`config.mk`:
```
export PLATFORM = sky130hd
export DESIGN_NAME = sdram_port_arbiter
export DESIGN_NICKNAME = d
export VERILOG_FILES = /design/src/rtl/sdram_port_arbiter.sv
export SDC_FILE = /design/constraint.sdc
export NUM_CORES = 1
export LEC_CHECK = 0
export CORE_MARGIN = 8
export CORE_UTILIZATION = 46
export DETAILED_ROUTE_END_ITERATION = 16
export GPL_ROUTABILITY_DRIVEN = 0
export GPL_TIMING_DRIVEN = 0
export PLACE_DENSITY = 0.94
export SYNTH_ARGS = -nofsm -noshare
export SYNTH_HDL_FRONTEND = slang
export SYNTH_SLANG_ARGS = --single-unit
```
`constraint.sdc`:
```
create_clock -name clk -period 4.4 [get_ports clk]
set_clock_uncertainty 0.15 [all_clocks]
set_input_delay 0.66 -clock clk [delete_from_list [all_inputs] [get_ports clk]]
set_output_delay 0.66 -clock clk [all_outputs]
set_load 0.01 [all_outputs]
```
`src/rtl/sdram_port_arbiter.sv`:
```
// Three-client arbiter in front of a single SDRAM channel: one outstanding
// transaction at a time, round-robin or fixed priority, with a wait-cycle timeout.
module sdram_port_arbiter #(
    parameter bit         RR      = 1'b1,
    parameter logic [7:0] TIMEOUT = 8'd200
) (
    input  logic        clk,
    input  logic        reset_n,

    input  logic [25:0] c0_addr,
    input  logic [15:0] c0_din,
    input  logic [1:0]  c0_be,
    input  logic        c0_rnw,
    input  logic        c0_req,
    output logic        c0_ack,
    output logic [15:0] c0_dout,
    output logic        c0_err,

    input  logic [25:0] c1_addr,
    input  logic [15:0] c1_din,
    input  logic [1:0]  c1_be,
    input  logic        c1_rnw,
    input  logic        c1_req,
    output logic        c1_ack,
    output logic [15:0] c1_dout,
    output logic        c1_err,

    input  logic [25:0] c2_addr,
    input  logic [15:0] c2_din,
    input  logic [1:0]  c2_be,
    input  logic        c2_rnw,
    input  logic        c2_req,
    output logic        c2_ack,
    output logic [15:0] c2_dout,
    output logic        c2_err,

    output logic [25:0] mem_addr,
    output logic [15:0] mem_din,
    output logic [1:0]  mem_be,
    output logic        mem_rnw,
    output logic        mem_req,
    input  logic        mem_ready,
    input  logic [15:0] mem_dout,

    output logic        busy,
    output logic        timeout_flag,
    output logic [1:0]  grant
);

    typedef enum logic [1:0] {IDLE, ISSUE, WAIT, DONE} state_t;

    localparam logic [1:0] GRANT_NONE = 2'd3;

    state_t      state_q, state_d;
    logic [1:0]  grant_q, grant_d;
    logic [1:0]  rr_ptr_q, rr_ptr_d;
    logic [7:0]  cnt_q, cnt_d;
    logic [25:0] mem_addr_q, mem_addr_d;
    logic [15:0] mem_din_q, mem_din_d;
    logic [1:0]  mem_be_q, mem_be_d;
    logic        mem_rnw_q, mem_rnw_d;
    logic        mem_req_q, mem_req_d;
    logic [2:0]  ack_q, ack_d;
    logic [2:0]  err_q, err_d;
    logic [15:0] dout_q [3];
    logic [15:0] dout_d [3];
    logic        busy_q, busy_d;
    logic        tflag_q, tflag_d;

    logic [25:0] c_addr [3];
    logic [15:0] c_din  [3];
    logic [1:0]  c_be   [3];
    logic [2:0]  c_rnw;
    logic [2:0]  c_req;

    logic        win_valid;
    logic [1:0]  win_idx;
    logic [2:0]  cand;

    assign c_addr[0] = c0_addr;
    assign c_addr[1] = c1_addr;
    assign c_addr[2] = c2_addr;
    assign c_din[0]  = c0_din;
    assign c_din[1]  = c1_din;
    assign c_din[2]  = c2_din;
    assign c_be[0]   = c0_be;
    assign c_be[1]   = c1_be;
    assign c_be[2]   = c2_be;
    assign c_rnw     = {c2_rnw, c1_rnw, c0_rnw};
    assign c_req     = {c2_req, c1_req, c0_req};

    // rr_ptr_q holds the client the search starts from (one past the last served).
    // Candidates are visited farthest-first so the nearest requester wins last.
    always_comb begin
        win_valid = |c_req;
        win_idx   = 2'd0;
        cand      = 3'd0;
        for (int k = 2; k >= 0; k--) begin
            if (RR) begin
                cand = {1'b0, rr_ptr_q} + 3'(k);
                if (cand >= 3'd3) begin
                    cand = cand - 3'd3;
                end
            end else begin
                cand = 3'(k);
            end
            if (c_req[cand[1:0]]) begin
                win_idx = cand[1:0];
            end
        end
    end

    always_comb begin
        state_d    = state_q;
        grant_d    = grant_q;
        rr_ptr_d   = rr_ptr_q;
        cnt_d      = cnt_q;
        mem_addr_d = mem_addr_q;
        mem_din_d  = mem_din_q;
        mem_be_d   = mem_be_q;
        mem_rnw_d  = mem_rnw_q;
        mem_req_d  = 1'b0;
        ack_d      = 3'b000;
        err_d      = 3'b000;
        tflag_d    = tflag_q;
        for (int k = 0; k < 3; k++) begin
            dout_d[k] = dout_q[k];
        end

        case (state_q)
            IDLE: begin
                if (win_valid) begin
                    mem_addr_d = c_addr[win_idx];
                    mem_din_d  = c_din[win_idx];
                    mem_be_d   = c_be[win_idx];
                    mem_rnw_d  = c_rnw[win_idx];
                    mem_req_d  = 1'b1;
                    grant_d    = win_idx;
                    state_d    = ISSUE;
                end else begin
                    grant_d = GRANT_NONE;
                end
            end
            ISSUE: begin
                cnt_d   = 8'd0;
                state_d = WAIT;
            end
            WAIT: begin
                // A ready arriving on the timeout cycle still counts as success.
                if (mem_ready) begin
                    for (int k = 0; k < 3; k++) begin
                        if (grant_q == 2'(k)) begin
                            ack_d[k] = 1'b1;
                            if (mem_rnw_q) begin
                                dout_d[k] = mem_dout;
                            end
                        end
                    end
                    state_d = DONE;
                end else if (cnt_q == TIMEOUT) begin
                    for (int k = 0; k < 3; k++) begin
                        if (grant_q == 2'(k)) begin
                            ack_d[k] = 1'b1;
                            err_d[k] = 1'b1;
                            if (mem_rnw_q) begin
                                dout_d[k] = 16'hFFFF;
                            end
                        end
                    end
                    tflag_d = 1'b1;
                    state_d = DONE;
                end else if (cnt_q != 8'hFF) begin
                    cnt_d = cnt_q + 8'd1;
                end
            end
            DONE: begin
                rr_ptr_d = (grant_q == 2'd2) ? 2'd0 : grant_q + 2'd1;
                grant_d  = GRANT_NONE;
                state_d  = IDLE;
            end
            default: begin
                grant_d = GRANT_NONE;
                state_d = IDLE;
            end
        endcase

        busy_d = (state_d != IDLE);
    end

    always_ff @(posedge clk or negedge reset_n) begin
        if (!reset_n) begin
            state_q    <= IDLE;
            grant_q    <= GRANT_NONE;
            rr_ptr_q   <= 2'd0;
            cnt_q      <= 8'd0;
            mem_addr_q <= 26'd0;
            mem_din_q  <= 16'd0;
            mem_be_q   <= 2'd0;
            mem_rnw_q  <= 1'b1;
            mem_req_q  <= 1'b0;
            ack_q      <= 3'b000;
            err_q      <= 3'b000;
            busy_q     <= 1'b0;
            tflag_q    <= 1'b0;
            for (int k = 0; k < 3; k++) begin
                dout_q[k] <= 16'd0;
            end
        end else begin
            state_q    <= state_d;
            grant_q    <= grant_d;
            rr_ptr_q   <= rr_ptr_d;
            cnt_q      <= cnt_d;
            mem_addr_q <= mem_addr_d;
            mem_din_q  <= mem_din_d;
            mem_be_q   <= mem_be_d;
            mem_rnw_q  <= mem_rnw_d;
            mem_req_q  <= mem_req_d;
            ack_q      <= ack_d;
            err_q      <= err_d;
            busy_q     <= busy_d;
            tflag_q    <= tflag_d;
            for (int k = 0; k < 3; k++) begin
                dout_q[k] <= dout_d[k];
            end
        end
    end

    assign c0_ack       = ack_q[0];
    assign c1_ack       = ack_q[1];
    assign c2_ack       = ack_q[2];
    assign c0_err       = err_q[0];
    assign c1_err       = err_q[1];
    assign c2_err       = err_q[2];
    assign c0_dout      = dout_q[0];
    assign c1_dout      = dout_q[1];
    assign c2_dout      = dout_q[2];
    assign mem_addr     = mem_addr_q;
    assign mem_din      = mem_din_q;
    assign mem_be       = mem_be_q;
    assign mem_rnw      = mem_rnw_q;
    assign mem_req      = mem_req_q;
    assign busy         = busy_q;
    assign timeout_flag = tflag_q;
    assign grant        = grant_q;

endmodule
```
==> results, run 1 <==
- The flow ran to the end, and the final reports show no timing, DRC or antenna violations.
- The maximum number of pins on one net before global-route repair is 61.
- Among all flip-flop cells after synthesis, the most frequent one is sky130_fd_sc_hd__dfrtp_1.
- The area fraction of the dominant cell type after synthesis is 0.482.
- IR analysis of the VDD net gives a maximum drop of 0.372 mV.
- The synthesized netlist cell count is approximately 500.
- The synthesized net count is roughly 670.
- The net switching power figure is 2.12 mW.
- The buffers plus inverters on the worst setup path is 3.
- The final layout net count is between 900 and 1000.
- The mean instance size in the synthesized netlist is approximately 12 um^2.
- The total number of vias is between 5000 and 6000.
- The data arrival time of the worst path is between 3000 and 4000 ps.
- Along the worst path, the maximum fanout reaches 10.
- For the final routed database, the setup TNS stands at 0 ps.
- The area growth from synthesis to final layout is 57.9%.
- The cell area power density is 642 nW/um^2.
- The number of placement rows is 41.
- In the synthesized netlist the async set-or-reset flop fraction comes to 1.00.
- Summed over all cells, the static leakage comes to ~4.0 nW.
- The H-tree level count is 4.
- Summed over all nets, the half-perimeter wirelength after detailed placement is roughly 16000 um.
- The number of DRC markers in iteration 0 is 266.
- After layout, the worst setup slack is 1240 ps.
- Clock tree synthesis selected as its root buffer the cell sky130_fd_sc_hd__clkbuf_16.
- Of the total power, registers draw 0.293.
- The total count of hold-check failures in the final report is 0.
- After filler insertion, the fill cell instance count of the layout stands at between 800 and 900.
- By startpoint and endpoint, the worst setup path is classified as input pin to register.
- Setup violations remaining at the end of the flow were counted as 0.
- The min-delay analysis places its worst path in the category input pin to asynchronous set/reset pin.
- The cell with the largest stage delay on the worst path is sky130_fd_sc_hd__buf_1.
- Measured along the x axis, the die boundary spans approximately 130 um.
- The total of buffers placed on input and output ports is 260.
- The number of clock sinks is around 120.
- The startpoint identified for the worst register-to-register timing path is rr_ptr_q[0]$_DFFE_PN0P_.
- The wire length of the first global-routing pass is 31600 um.
- The share of total power dissipated in combinational logic is 0.485.
- The most frequent standard cell in the layout excluding fill and tap cells is sky130_fd_sc_hd__clkdlybuf4s50_1.
- The remaining global-route overflow is 0.
- In this run the deepest clock path goes through 2 buffers.
- Setup repair after global routing left no endpoint under its margin.
- The capture point of the worst reg-to-reg path is mem_din[0]$_DFFE_PN0P_.
- The die is between 100 and 150 um tall.
- Of the cells placed in the final design, the portion with a size suffix greater than 1 is 0.176.
- The total CTS buffers is 17.
- 0 antenna diodes ended up in the layout.
- The max-capacitance violation count is 0.
- The overall die area is around 17000 um^2.
- The number of synthesized register bits is 116.
- The dominant cell type by area after synthesis is sky130_fd_sc_hd__dfrtp_1.
- Yosys attributes the largest share of cell area to sky130_fd_sc_hd__dfrtp_1 (48%), sky130_fd_sc_hd__o221ai_2 (10%), sky130_fd_sc_hd__mux2_2 (9.6%), sky130_fd_sc_hd__mux2i_1 (8.0%), sky130_fd_sc_hd__inv_1 (3.6%).
- Counting I/O delays and the setup requirement, the final critical path takes ~3200 ps.
- The placeable core region is about 13000 um^2.
- The library cells used most frequently in the layout, excluding fill and tap cells, are sky130_fd_sc_hd__clkdlybuf4s50_1 (259), sky130_fd_sc_hd__dfrtp_1 (113), sky130_fd_sc_hd__inv_1 (56), sky130_fd_sc_hd__nand2_1 (56), sky130_fd_sc_hd__mux2_2 (50).
- The average vias per placed instance is 5.23.
- The routed wire length per instance is between 20 and 25 um.
- In this run the cell area measured after placement is 8700 um^2.
- The startpoint type of the worst setup path is an input pin.
- Broken down by cell family, the worst path's largest delay share belongs to buffers and inverters.
- Post-CTS repair changed the size of 0 cells.
- The remaining design rule violation count is 0.
- The internal power of the cells is 3.82 mW.
- In this run, post-CTS hold repair placed 0 buffers.
- The mapped netlist covers between 5000 and 6000 um^2.
- For the worst flop-to-flop path, the logic depth is 9.
- The first TritonRoute pass finished after 4 iterations.
- Derived from the worst setup path, the maximum achievable clock frequency is 0.317 GHz.
- TritonCTS built the clock tree.
- The number of flops mapped to enable cells by yosys is 0.
- For this configuration, the core starts out at a cell density of 0.468.
- The delay of the slowest cell on the worst path is about 830 ps.
- The clock latency on the worst-skew pair is 410 ps.
- The clock edge transition at the registers on the reported setup and hold paths is approximately 50 ps.
- During synthesis, Yosys emitted a total of 0 warnings.
- Across every metal layer, demand over resource in global routing totals 0.250.
- The worst setup slack for register-to-register paths is about 1300 ps.
- The total I/O pin count is about 260.
- Of the total power, the share spent switching nets is 0.357.
- The critical path goes through clkdlybuf4s50_1, nand3b_1, o22ai_1, buf_2, buf_1, mux2i_1, o221ai_2.
- The worst slew margin relative to its limit is 0.297.
- For this run, the register share of the synthesized area comes to 0.496.
- The area of all placed cells without fillers is around 9000 um^2.
- The routed wire length is a little over 20000 um.
- The number of global-route vias before repair is approximately 5700.
- Once detail routing completed, the nets flagged for antenna violations numbered 0.
- The setup fix buffers added after clock tree synthesis is 0.
- In this run, distinct cell masters in the synthesized netlist total between 40 and 50.
- The number of antenna violations at the first check in global routing is 0.
- For the pin with the worst max-slew slack, the measured transition is approximately 1100 ps.
- The portion of the clock cycle consumed by the worst path in the final layout is 0.717.
- Of the total power, the clock network draws 0.222.
- The worst setup path is captured at a register.
- The pre-CTS setup slack is just over 900 ps.
- The number of max-slew violations in the final report is 0.
- The required time of the worst setup path is ~4500 ps.
-- power by group through the flow --
stage / registers [mW] / clock network, mW / logic, mW
global route: 1.78 / 1.39 / 3.09
detailed placement: 1.74 / 0 / 2.89
CTS: 1.73 / 1.34 / 2.90
global placement: 1.71 / 0 / 2.79
finish: 1.74 / 1.32 / 2.88
floorplan: 1.88 / 0 / 1.37
-- cell usage after synthesis, types with 3 or more instances --
cell,count
sky130_fd_sc_hd__dfrtp_1,113
sky130_fd_sc_hd__inv_1,56
sky130_fd_sc_hd__nand2_1,56
sky130_fd_sc_hd__mux2_2,50
sky130_fd_sc_hd__mux2i_1,47
sky130_fd_sc_hd__o221ai_2,40
sky130_fd_sc_hd__nand2b_1,21
sky130_fd_sc_hd__nor2_1,17
sky130_fd_sc_hd__clkbuf_1,11
sky130_fd_sc_hd__ha_1,10
sky130_fd_sc_hd__a21oi_1,9
sky130_fd_sc_hd__buf_2,7
sky130_fd_sc_hd__buf_6,5
sky130_fd_sc_hd__nand3_1,5
sky130_fd_sc_hd__nor3_1,5
sky130_fd_sc_hd__o221ai_1,5
sky130_fd_sc_hd__and3_1,3
sky130_fd_sc_hd__dfstp_2,3
sky130_fd_sc_hd__o21ai_0,3
sky130_fd_sc_hd__xor2_1,3
-- final cells by class --
type	instances	area [um^2]	area share
multi-input combinational	304	2600	0.281
sequential	116	2910	0.314
inverter	56	210	0.0227
tap	172	215	0.0233
timing repair buffer	261	2630	0.284
clock inverter	7	110	0.0119
buffer	25	144	0.0155
clock buffer	21	440	0.0476
-- layer usage --
layer  global-route usage  routed length (um)  vias to the layer above
met2                0.432               10200                      238
met5                    0                   0                        -
met1                0.257                7570                     2452
met4                0.115                 622                        0
li1                     -                   -                     2314
met3                0.112                2190                       32
-- how the worst max path moves through the flow --
| stage | from | to | slack, ps | cells past startpoint |
|---|---|---|---|---|
| floorplan | rr_ptr_q[0]$_DFFE_PN0P_ | mem_addr[22]$_DFFE_PN0P_ | 1830 | 9 |
| global placement | reset_n | mem_addr[9]$_DFFE_PN0P_ | -1810 | 1 |
| detailed placement | c1_req | mem_din[0]$_DFFE_PN0P_ | 930 | 7 |
| CTS | rr_ptr_q[0]$_DFFE_PN0P_ | mem_din[0]$_DFFE_PN0P_ | 1350 | 9 |
| global route | rr_ptr_q[0]$_DFFE_PN0P_ | mem_be[1]$_DFFE_PN0P_ | 1160 | 9 |
| finish | c1_req | mem_din[0]$_DFFE_PN0P_ | 1240 | 7 |
-- cell families (layout without fill, tap and decap cells) --
logic type | after synthesis | in the layout | synth area share
and+or+nand+nor | 127 | 127 | 0.107
DFF | 116 | 116 | 0.496
muxes | 97 | 97 | 0.176
buffers and inverters | 81 | 370 | 0.0604
AOI/OAI and AO/OA | 66 | 66 | 0.133
adders and majority gates | 10 | 10 | 0.0213
xor gates and xnor gates | 4 | 4 | 0.00598
-- worst register-to-register path, stage by stage (launching register included) --
cell	delay [ps]
sky130_fd_sc_hd__dfrtp_1	340
sky130_fd_sc_hd__inv_1	70
sky130_fd_sc_hd__ha_1	380
sky130_fd_sc_hd__nand2_1	90
sky130_fd_sc_hd__nand3b_1	80
sky130_fd_sc_hd__o22ai_1	220
sky130_fd_sc_hd__buf_2	350
sky130_fd_sc_hd__buf_1	830
sky130_fd_sc_hd__mux2i_1	360
sky130_fd_sc_hd__o221ai_2	130
-- stage by stage --
| stage | hold slack, ps | power, mW | utilization | instances |
|---|---|---|---|---|
| final | 169 | 5.94 | 0.739 | 962 |
| after global routing | 226 | 6.25 | 0.739 | 962 |
| after CTS | 178 | 5.98 | 0.739 | 962 |
| after detailed placement | 314 | 4.63 | 0.695 | 934 |
| after global placement | 303 | 4.51 | 0.693 | 933 |
| after floorplan | 214 | 3.25 | - | 501 |
-- sequential cells by signal, summed over array words and instances (netlist names), 2 cells and up --
name and cells:
cnt_q 8, rr_ptr_q 2, c1_dout 16, err_q 3, c2_dout 16, c0_dout 16, ack_q 3, mem_addr 26
mem_din 16, mem_be 2, state_q 2, grant 2
(Power assumes the default switching activity.)
==> inputs of run 2 (changes only) <==
--- a/config.mk
+++ b/config.mk
@@ -6,11 +6,11 @@
 export NUM_CORES = 1
 export LEC_CHECK = 0
 export CORE_MARGIN = 8
-export CORE_UTILIZATION = 46
+export CORE_UTILIZATION = 38
 export DETAILED_ROUTE_END_ITERATION = 16
 export GPL_ROUTABILITY_DRIVEN = 0
 export GPL_TIMING_DRIVEN = 0
-export PLACE_DENSITY = 0.94
+export PLACE_DENSITY = 0.84
 export SYNTH_ARGS = -nofsm -noshare
 export SYNTH_HDL_FRONTEND = slang
 export SYNTH_SLANG_ARGS = --single-unit
==> constraint.sdc (replaced) <==
create_clock -name clk -period 2.7 [get_ports clk]
set_clock_uncertainty 0.15 [all_clocks]
set_input_delay 0.405 -clock clk [delete_from_list [all_inputs] [get_ports clk]]
set_output_delay 0.405 -clock clk [all_outputs]
set_load 0.01 [all_outputs]
==> results, run 2 (synthesized netlist as in run 1, its figures left out) <==
- The number of gates on the worst path with buffers counted came to 9 (was 7).
- The number of clock sinks is 116 (unchanged).
- The buffers plus inverters on the worst setup path is 3 (unchanged).
- The data arrival time of the worst path is 2840 ps (was 3280 ps).
- The count of antenna-violating nets left after detailed routing came to 0 (unchanged).
- The clock latency on the worst-skew pair is 410 ps (about the same).
- The depth of the most critical reg-to-reg path is 9 (unchanged).
- The total design power is 10.0 mW (was 5.94 mW).
- The total CTS buffers is 17 (unchanged).
- The routed wire length per instance is 19.1 um (was 21.4 um).
- Run status: finished clean (unchanged).
- The wire length of the first global-routing pass is 29400 um (was 31600 um).
- The average vias per placed instance came to 4.99 (was 5.23).
- The width of the die is 140 um (was 129 um).
- The portion of the clock cycle consumed by the worst path in the final layout is 0.988.
- The largest delay contributor family on the critical path is simple AND/OR/NAND/NOR gates (was buffers and inverters).
- The total routing resource utilization after global routing is 0.192 (was 0.250).
- The die span in y is 140 um (was 129 um).
- The endpoint kind of the worst setup timing path is a register (unchanged).
- The remaining design rule violation count is 0 (unchanged).
- The total count of hold-check failures in the final report is 0 (unchanged).
- The total of buffers placed on input and output ports came to 260 (unchanged).
- The clock edge transition at the registers on the reported setup and hold paths is 60 ps (was 50 ps).
- The area of all placed cells without fillers is 9600 um^2 (was 9250 um^2).
- The total of endpoints with negative setup slack in the final report is 0 (unchanged).
- The layout filler cell count came to 1209 (was 838).
- The number of DRC markers in iteration 0 came to 169 (was 266).
- The area growth from synthesis to final layout was 63.8% (was 57.9%).
- The cell chosen for the clock root was sky130_fd_sc_hd__clkbuf_16 (unchanged).
- The pre-CTS setup slack is -626 ps (was 926 ps).
- The type of the most critical hold path is register to register (was input pin to asynchronous set/reset pin).
- The number of max-slew violations in the final report came to 0 (unchanged).
- The total number of vias is 4982 (was 5036).
- The TritonCTS clock tree is done (unchanged).
- The final layout net count is 965 (was 948).
- The number of inserted diodes came to 0 (unchanged).
- The deepest clock path buffer count was 2 (unchanged).
- The largest fanout on the critical path is 10 (unchanged).
- The static leakage power was 4.20 nW (was 4.05 nW).
- The kind of critical path is register to register (was input pin to register).
- Unrepaired setup endpoints after global routing: yes (was no).
- The HPWL reported at the end of detailed placement is 14400 um (was 15900 um).
- The H-tree level count is 4 (unchanged).
- The number of global-route vias before repair is 5377 (was 5719).
- The peak clock frequency supported by timing is 0.375 GHz.
- The max-capacitance violation count is 0 (unchanged).
- The final critical delay including setup and external delays is 2670 ps.
- The routed wire length was 19100 um (was 20600 um).
- The starting density of the core is 0.387 (was 0.468).
- The cell area power density is 1050 nW/um^2 (was 642 nW/um^2).
- The measured slew at the worst slew-check pin came to 566 ps (was 1060 ps).
- The cell with the largest stage delay on the worst path is sky130_fd_sc_hd__or4b_4 (was sky130_fd_sc_hd__buf_1).
- The total negative slack for setup checks is 0 ps (unchanged).
- The worst ir drop on vdd is 0.474 mV (was 0.372 mV).
- The overall die area is 19700 um^2 (was 16600 um^2).
- The number of antenna violations at the first check in global routing came to 0 (unchanged).
- The worst path setup slack after routing is 31.9 ps (was 1240 ps).
- The most frequent standard cell in the layout excluding fill and tap cells is sky130_fd_sc_hd__clkdlybuf4s50_1 (unchanged).
- The required time of the worst setup path is 2870 ps (was 4520 ps).
- The count of TritonRoute iterations in the first routing pass is 4 (unchanged).
- The worst setup slack for register-to-register paths was 30 ps (was 1260 ps).
- The delay of the slowest cell on the worst path is 530 ps (was 830 ps).
- The remaining global-route overflow was 0 (unchanged).
- The cell count of the worst hold path is 1.
- The placeable core region is 15100 um^2 (was 12500 um^2).
- The flip-flop count of the largest register after layout was 26 (unchanged).
- The startpoint type of the worst setup path is a register (was input pin).
- Critical path, cell by cell: inv_2, ha_4, or4b_4, nand3_4, a211oi_4, or4_4, buf_12, buf_8, o221ai_2 (was clkdlybuf4s50_1, nand3b_1, o22ai_1, buf_2, buf_1, mux2i_1, o221ai_2).
- The placed standard-cell area is 8730 um^2 (was 8700 um^2).
- The maximum number of pins on one net before global-route repair is 77 (was 61).
- The number of placement rows is 45 (was 41).
- The fraction of final layout cells sized beyond drive strength 1 came to 0.215 (was 0.176).
- Top library cells by usage in the layout, fill and taps aside: sky130_fd_sc_hd__clkdlybuf4s50_1 (259), sky130_fd_sc_hd__dfrtp_1 (113), sky130_fd_sc_hd__nand2_1 (56) (was sky130_fd_sc_hd__clkdlybuf4s50_1 (259), sky130_fd_sc_hd__dfrtp_1 (113), sky130_fd_sc_hd__inv_1 (56), sky130_fd_sc_hd__nand2_1 (56), sky130_fd_sc_hd__mux2_2 (50)).
- The worst slew margin relative to its limit is 0.623 (was 0.297).
- The total I/O pin count is 261 (unchanged).
## run 2: cell count changes in the layout (fill, tap and decap cells not counted), moves of 4 or more
cell / previous run / this run
sky130_fd_sc_hd__buf_4: 2 / 16
sky130_fd_sc_hd__clkinvlp_4: 0 / 4
sky130_fd_sc_hd__clkbuf_4: 0 / 5
sky130_fd_sc_hd__clkbuf_1: 15 / 7
## run 2: report_power, final
group	switching (mW)	internal (mW)	total [mW]
clock	0.812	1.56	2.38
combinational	2.32	2.54	4.86
sequential	0.387	2.42	2.81
## run 2: path summary, 6_finish.rpt
kind                                               start                        to
worst max-delay path             rr_ptr_q[0]$_DFFE_PN0P_  mem_addr[13]$_DFFE_PN0P_
max in group asynchronous                        reset_n   c0_dout[15]$_DFFE_PN0P_
worst min register to register  timeout_flag$_DFFE_PN0P_  timeout_flag$_DFFE_PN0P_
worst max register to register   rr_ptr_q[0]$_DFFE_PN0P_  mem_addr[13]$_DFFE_PN0P_
worst min-delay path            timeout_flag$_DFFE_PN0P_  timeout_flag$_DFFE_PN0P_
min in group asynchronous                        reset_n            busy$_DFF_PN0_
## run 2: through the flow
step	util	hold slack, ps	instances
6_report	0.634	313	999
4_1_cts	0.624	316	987
5_1_grt	0.634	333	999
2_1_floorplan	-	-40.6	501
3_5_place_dp	0.576	202	950
3_3_place_gp	0.574	300	949
## run 2: final cells by class
type,instances,area (um^2),share of cell area
plain buffers,24,190,0.0198
clock buffers,19,443,0.0461
clock inverters,13,183,0.0190
inverters,56,210,0.0219
multi-input cells,304,2670,0.278
flip-flops and latches,116,2910,0.303
well taps,188,235,0.0245
repair buffers,279,2770,0.288
## run 2: routing by layer
layer	vias to the layer above	GRT usage	wire length (um)	share of wire
met5	-	0	0	0
met4	0	0.0789	345	0.018
met3	24	0.0788	1630	0.085
met2	212	0.319	9260	0.48
met1	2388	0.214	7860	0.41
li1	2358	-	-	-
## run 2: what timing repair did
action,in CTS,in global routing
cloned,1,0
pin swaps,4,5
hold buffers,1,0
setup endpoints to repair,72,71
setup buffers,3,13
gates resized for setup,16,15
endpoints found under the hold margin,37,0
==> inputs of run 3 (changes only) <==
--- a/config.mk
+++ b/config.mk
@@ -10,7 +10,7 @@
 export DETAILED_ROUTE_END_ITERATION = 16
 export GPL_ROUTABILITY_DRIVEN = 0
 export GPL_TIMING_DRIVEN = 0
-export PLACE_DENSITY = 0.84
+export PLACE_DENSITY = 0.77
 export SYNTH_ARGS = -nofsm -noshare
 export SYNTH_HDL_FRONTEND = slang
 export SYNTH_SLANG_ARGS = --single-unit
==> results, run 3 (synthesized netlist as in run 1, its figures left out) <==
- The count of TritonRoute iterations in the first routing pass is 4 (unchanged).
- The remaining global-route overflow is 0 (unchanged).
- The capture point of the worst reg-to-reg path is mem_din[10]$_DFFE_PN0P_ (was mem_addr[13]$_DFFE_PN0P_).
- The layout filler cell count is 1160 (was 1209).
- The routed wire length is 19700 um (was 19100 um).
- The total design power is 10.2 mW (was 10.0 mW).
- The portion of the clock cycle consumed by the worst path in the final layout was 0.997 (was 0.988).
- Unrepaired setup endpoints after global routing: yes (unchanged).
- The met1 usage in global routing is 0.222 (was 0.214).
- The total I/O pin count is 261 (unchanged).
- The placed standard-cell area is 8730 um^2 (unchanged).
- The cell chosen for the clock root is sky130_fd_sc_hd__clkbuf_16 (unchanged).
- The worst hold slack is 262 ps (was 313 ps).
- The wire length of the first global-routing pass is 30400 um (was 29400 um).
- The deepest clock path buffer count came to 2 (unchanged).
- The number of global-route vias before repair is 5426 (was 5377).
- The clock latency on the worst-skew pair is 420 ps (was 410 ps).
- The number of antenna violations at the first check in global routing is 0 (unchanged).
- The final critical delay including setup and external delays is 2690 ps (was 2670 ps).
- The width of the die came to 140 um (unchanged).
- The cell area power density is 1060 nW/um^2 (was 1050 nW/um^2).
- The met3 usage came to 0.0710 (was 0.0788).
- The total of endpoints with negative setup slack in the final report was 0 (unchanged).
- The startpoint type of the worst setup path is a register (unchanged).
- The remaining design rule violation count is 0 (unchanged).
- The worst path setup slack after routing is 8.87 ps (was 31.9 ps).
- The kind of critical path is register to register (unchanged).
- The final layout net count is 964 (was 965).
- The endpoint kind of the worst setup timing path is a register (unchanged).
- The worst slew margin relative to its limit was 0.611 (was 0.623).
- The met2 demand-to-capacity share in global routing is 0.336 (was 0.319).
- The total routing resource utilization after global routing is 0.198 (was 0.192).
- Run status: finished clean (unchanged).
- The total CTS buffers is 17 (unchanged).
- The most frequent standard cell in the layout excluding fill and tap cells is sky130_fd_sc_hd__clkdlybuf4s50_1 (unchanged).
- The flip-flop count of the largest register after layout is 26 (unchanged).
- The clock edge transition at the registers on the reported setup and hold paths was 60 ps (about the same).
- The static leakage power is 4.22 nW (was 4.20 nW).
- The H-tree level count is 4 (unchanged).
- The peak clock frequency supported by timing is 0.372 GHz (was 0.375 GHz).
- The total number of vias is 5013 (was 4982).
- The storage element area is 2910 um^2 (unchanged).
- The total of buffers placed on input and output ports is 260 (unchanged).
- The number of max-slew violations in the final report came to 0 (unchanged).
- The required time of the worst setup path is 2870 ps (about the same).
- The total count of hold-check failures in the final report came to 0 (unchanged).
- Top library cells by usage in the layout, fill and taps aside: sky130_fd_sc_hd__clkdlybuf4s50_1 (259), sky130_fd_sc_hd__dfrtp_1 (113), sky130_fd_sc_hd__nand2_1 (56) (unchanged).
- The largest delay contributor family on the critical path was simple AND/OR/NAND/NOR gates (unchanged).
- The largest fanout on the critical path is 9 (was 10).
- The worst setup slack for register-to-register paths is 9 ps (was 30 ps).
- The number of placement rows was 45 (unchanged).
- The die span in y was 140 um (unchanged).
- The end-of-flow core utilization came to 0.637 (was 0.634).
- The delay of the slowest cell on the worst path is 570 ps (was 530 ps).
- Critical path, cell by cell: inv_2, ha_4, or4b_4, nand3_4, a211oi_4, or4_4, buf_12, clkbuf_16, o221ai_2 (was inv_2, ha_4, or4b_4, nand3_4, a211oi_4, or4_4, buf_12, buf_8, o221ai_2).
- The multi-input combinational cell area came to 2680 um^2 (was 2670 um^2).
- The HPWL reported at the end of detailed placement is 15200 um (was 14400 um).
- The number of DRC markers in iteration 0 is 161 (was 169).
- The source of the worst register-to-register timing path is rr_ptr_q[0]$_DFFE_PN0P_ (unchanged).
- The cell with the largest stage delay on the worst path was sky130_fd_sc_hd__or4b_4 (unchanged).
- The pre-CTS setup slack is -610 ps (was -626 ps).
- The busiest layer in global routing is met2 (unchanged).
- The measured slew at the worst slew-check pin came to 584 ps (was 566 ps).
- The area of all placed cells without fillers was 9650 um^2 (was 9600 um^2).
- The routed wire length per instance was 19.7 um (was 19.1 um).
- The area growth from synthesis to final layout was 64.7% (was 63.8%).
- The fraction of final layout cells sized beyond drive strength 1 is 0.217 (was 0.215).
- The number of clock sinks was 116 (unchanged).
- The total negative slack for setup checks was 0 ps (unchanged).
- The maximum number of pins on one net before global-route repair is 93 (was 77).
- The count of antenna-violating nets left after detailed routing is 0 (unchanged).
- The starting density of the core came to 0.387 (unchanged).
- The data arrival time of the worst path is 2860 ps (was 2840 ps).
- The worst ir drop on vdd came to 0.527 mV (was 0.474 mV).
- The overall die area is 19700 um^2 (unchanged).
- The max-capacitance violation count is 0 (unchanged).
- The placed cell count is 950 (unchanged).
- The depth of the most critical reg-to-reg path was 9 (unchanged).
- The number of inserted diodes is 0 (unchanged).
- The non-filler instance count after layout is 998 (was 999).
- The buffers plus inverters on the worst setup path is 3 (unchanged).
- The type of the most critical hold path is input pin to asynchronous set/reset pin (was register to register).
- The average vias per placed instance is 5.02 (was 4.99).
- The TritonCTS clock tree is done (unchanged).
- The placeable core region is 15100 um^2 (unchanged).
-- run 3: what timing repair did --
action / CTS / global route
pin swaps: 3 / 5
buffers inserted: 3 / 11
hold buffers: 1 / 0
endpoints found under the hold margin: 24 / 0
gates cloned: 0 / 1
gates resized for setup: 21 / 10
setup endpoints to repair: 75 / 63
-- run 3: final cells by class --
cell class	count	area share
Sequential cell	116	0.301
Timing Repair Buffer	277	0.288
Multi-Input combinational cell	304	0.278
Clock buffer	18	0.0455
Tap cell	188	0.0244
Inverter	56	0.0218
Clock inverter	14	0.0209
Buffer	25	0.0198
-- run 3: worst max-delay path by stage --
stage,startpoint,end,cells past startpoint
5_1_grt,cnt_q[1]$_DFFE_PN0P_,c2_dout[8]$_DFFE_PN0P_,9
6_report,rr_ptr_q[0]$_DFFE_PN0P_,mem_din[10]$_DFFE_PN0P_,9
2_1_floorplan,rr_ptr_q[0]$_DFFE_PN0P_,mem_addr[22]$_DFFE_PN0P_,9
3_5_place_dp,c1_req,mem_addr[15]$_DFFE_PN0P_,8
3_3_place_gp,reset_n,mem_be[0]$_DFFE_PN0P_,1
4_1_cts,cnt_q[1]$_DFFE_PN0P_,c2_dout[10]$_DFFE_PN0P_,8
-- run 3: routing by layer --
layer | share of wire | vias to the layer above
li1 | - | 2354
met1 | 0.41 | 2387
met2 | 0.49 | 246
met3 | 0.083 | 26
met4 | 0.022 | 0
met5 | 0 | -
-- run 3: where the power goes --
group          switching [mW]  internal (mW)
registers               0.400           2.42
clock network           0.835           1.58
logic                    2.38           2.63
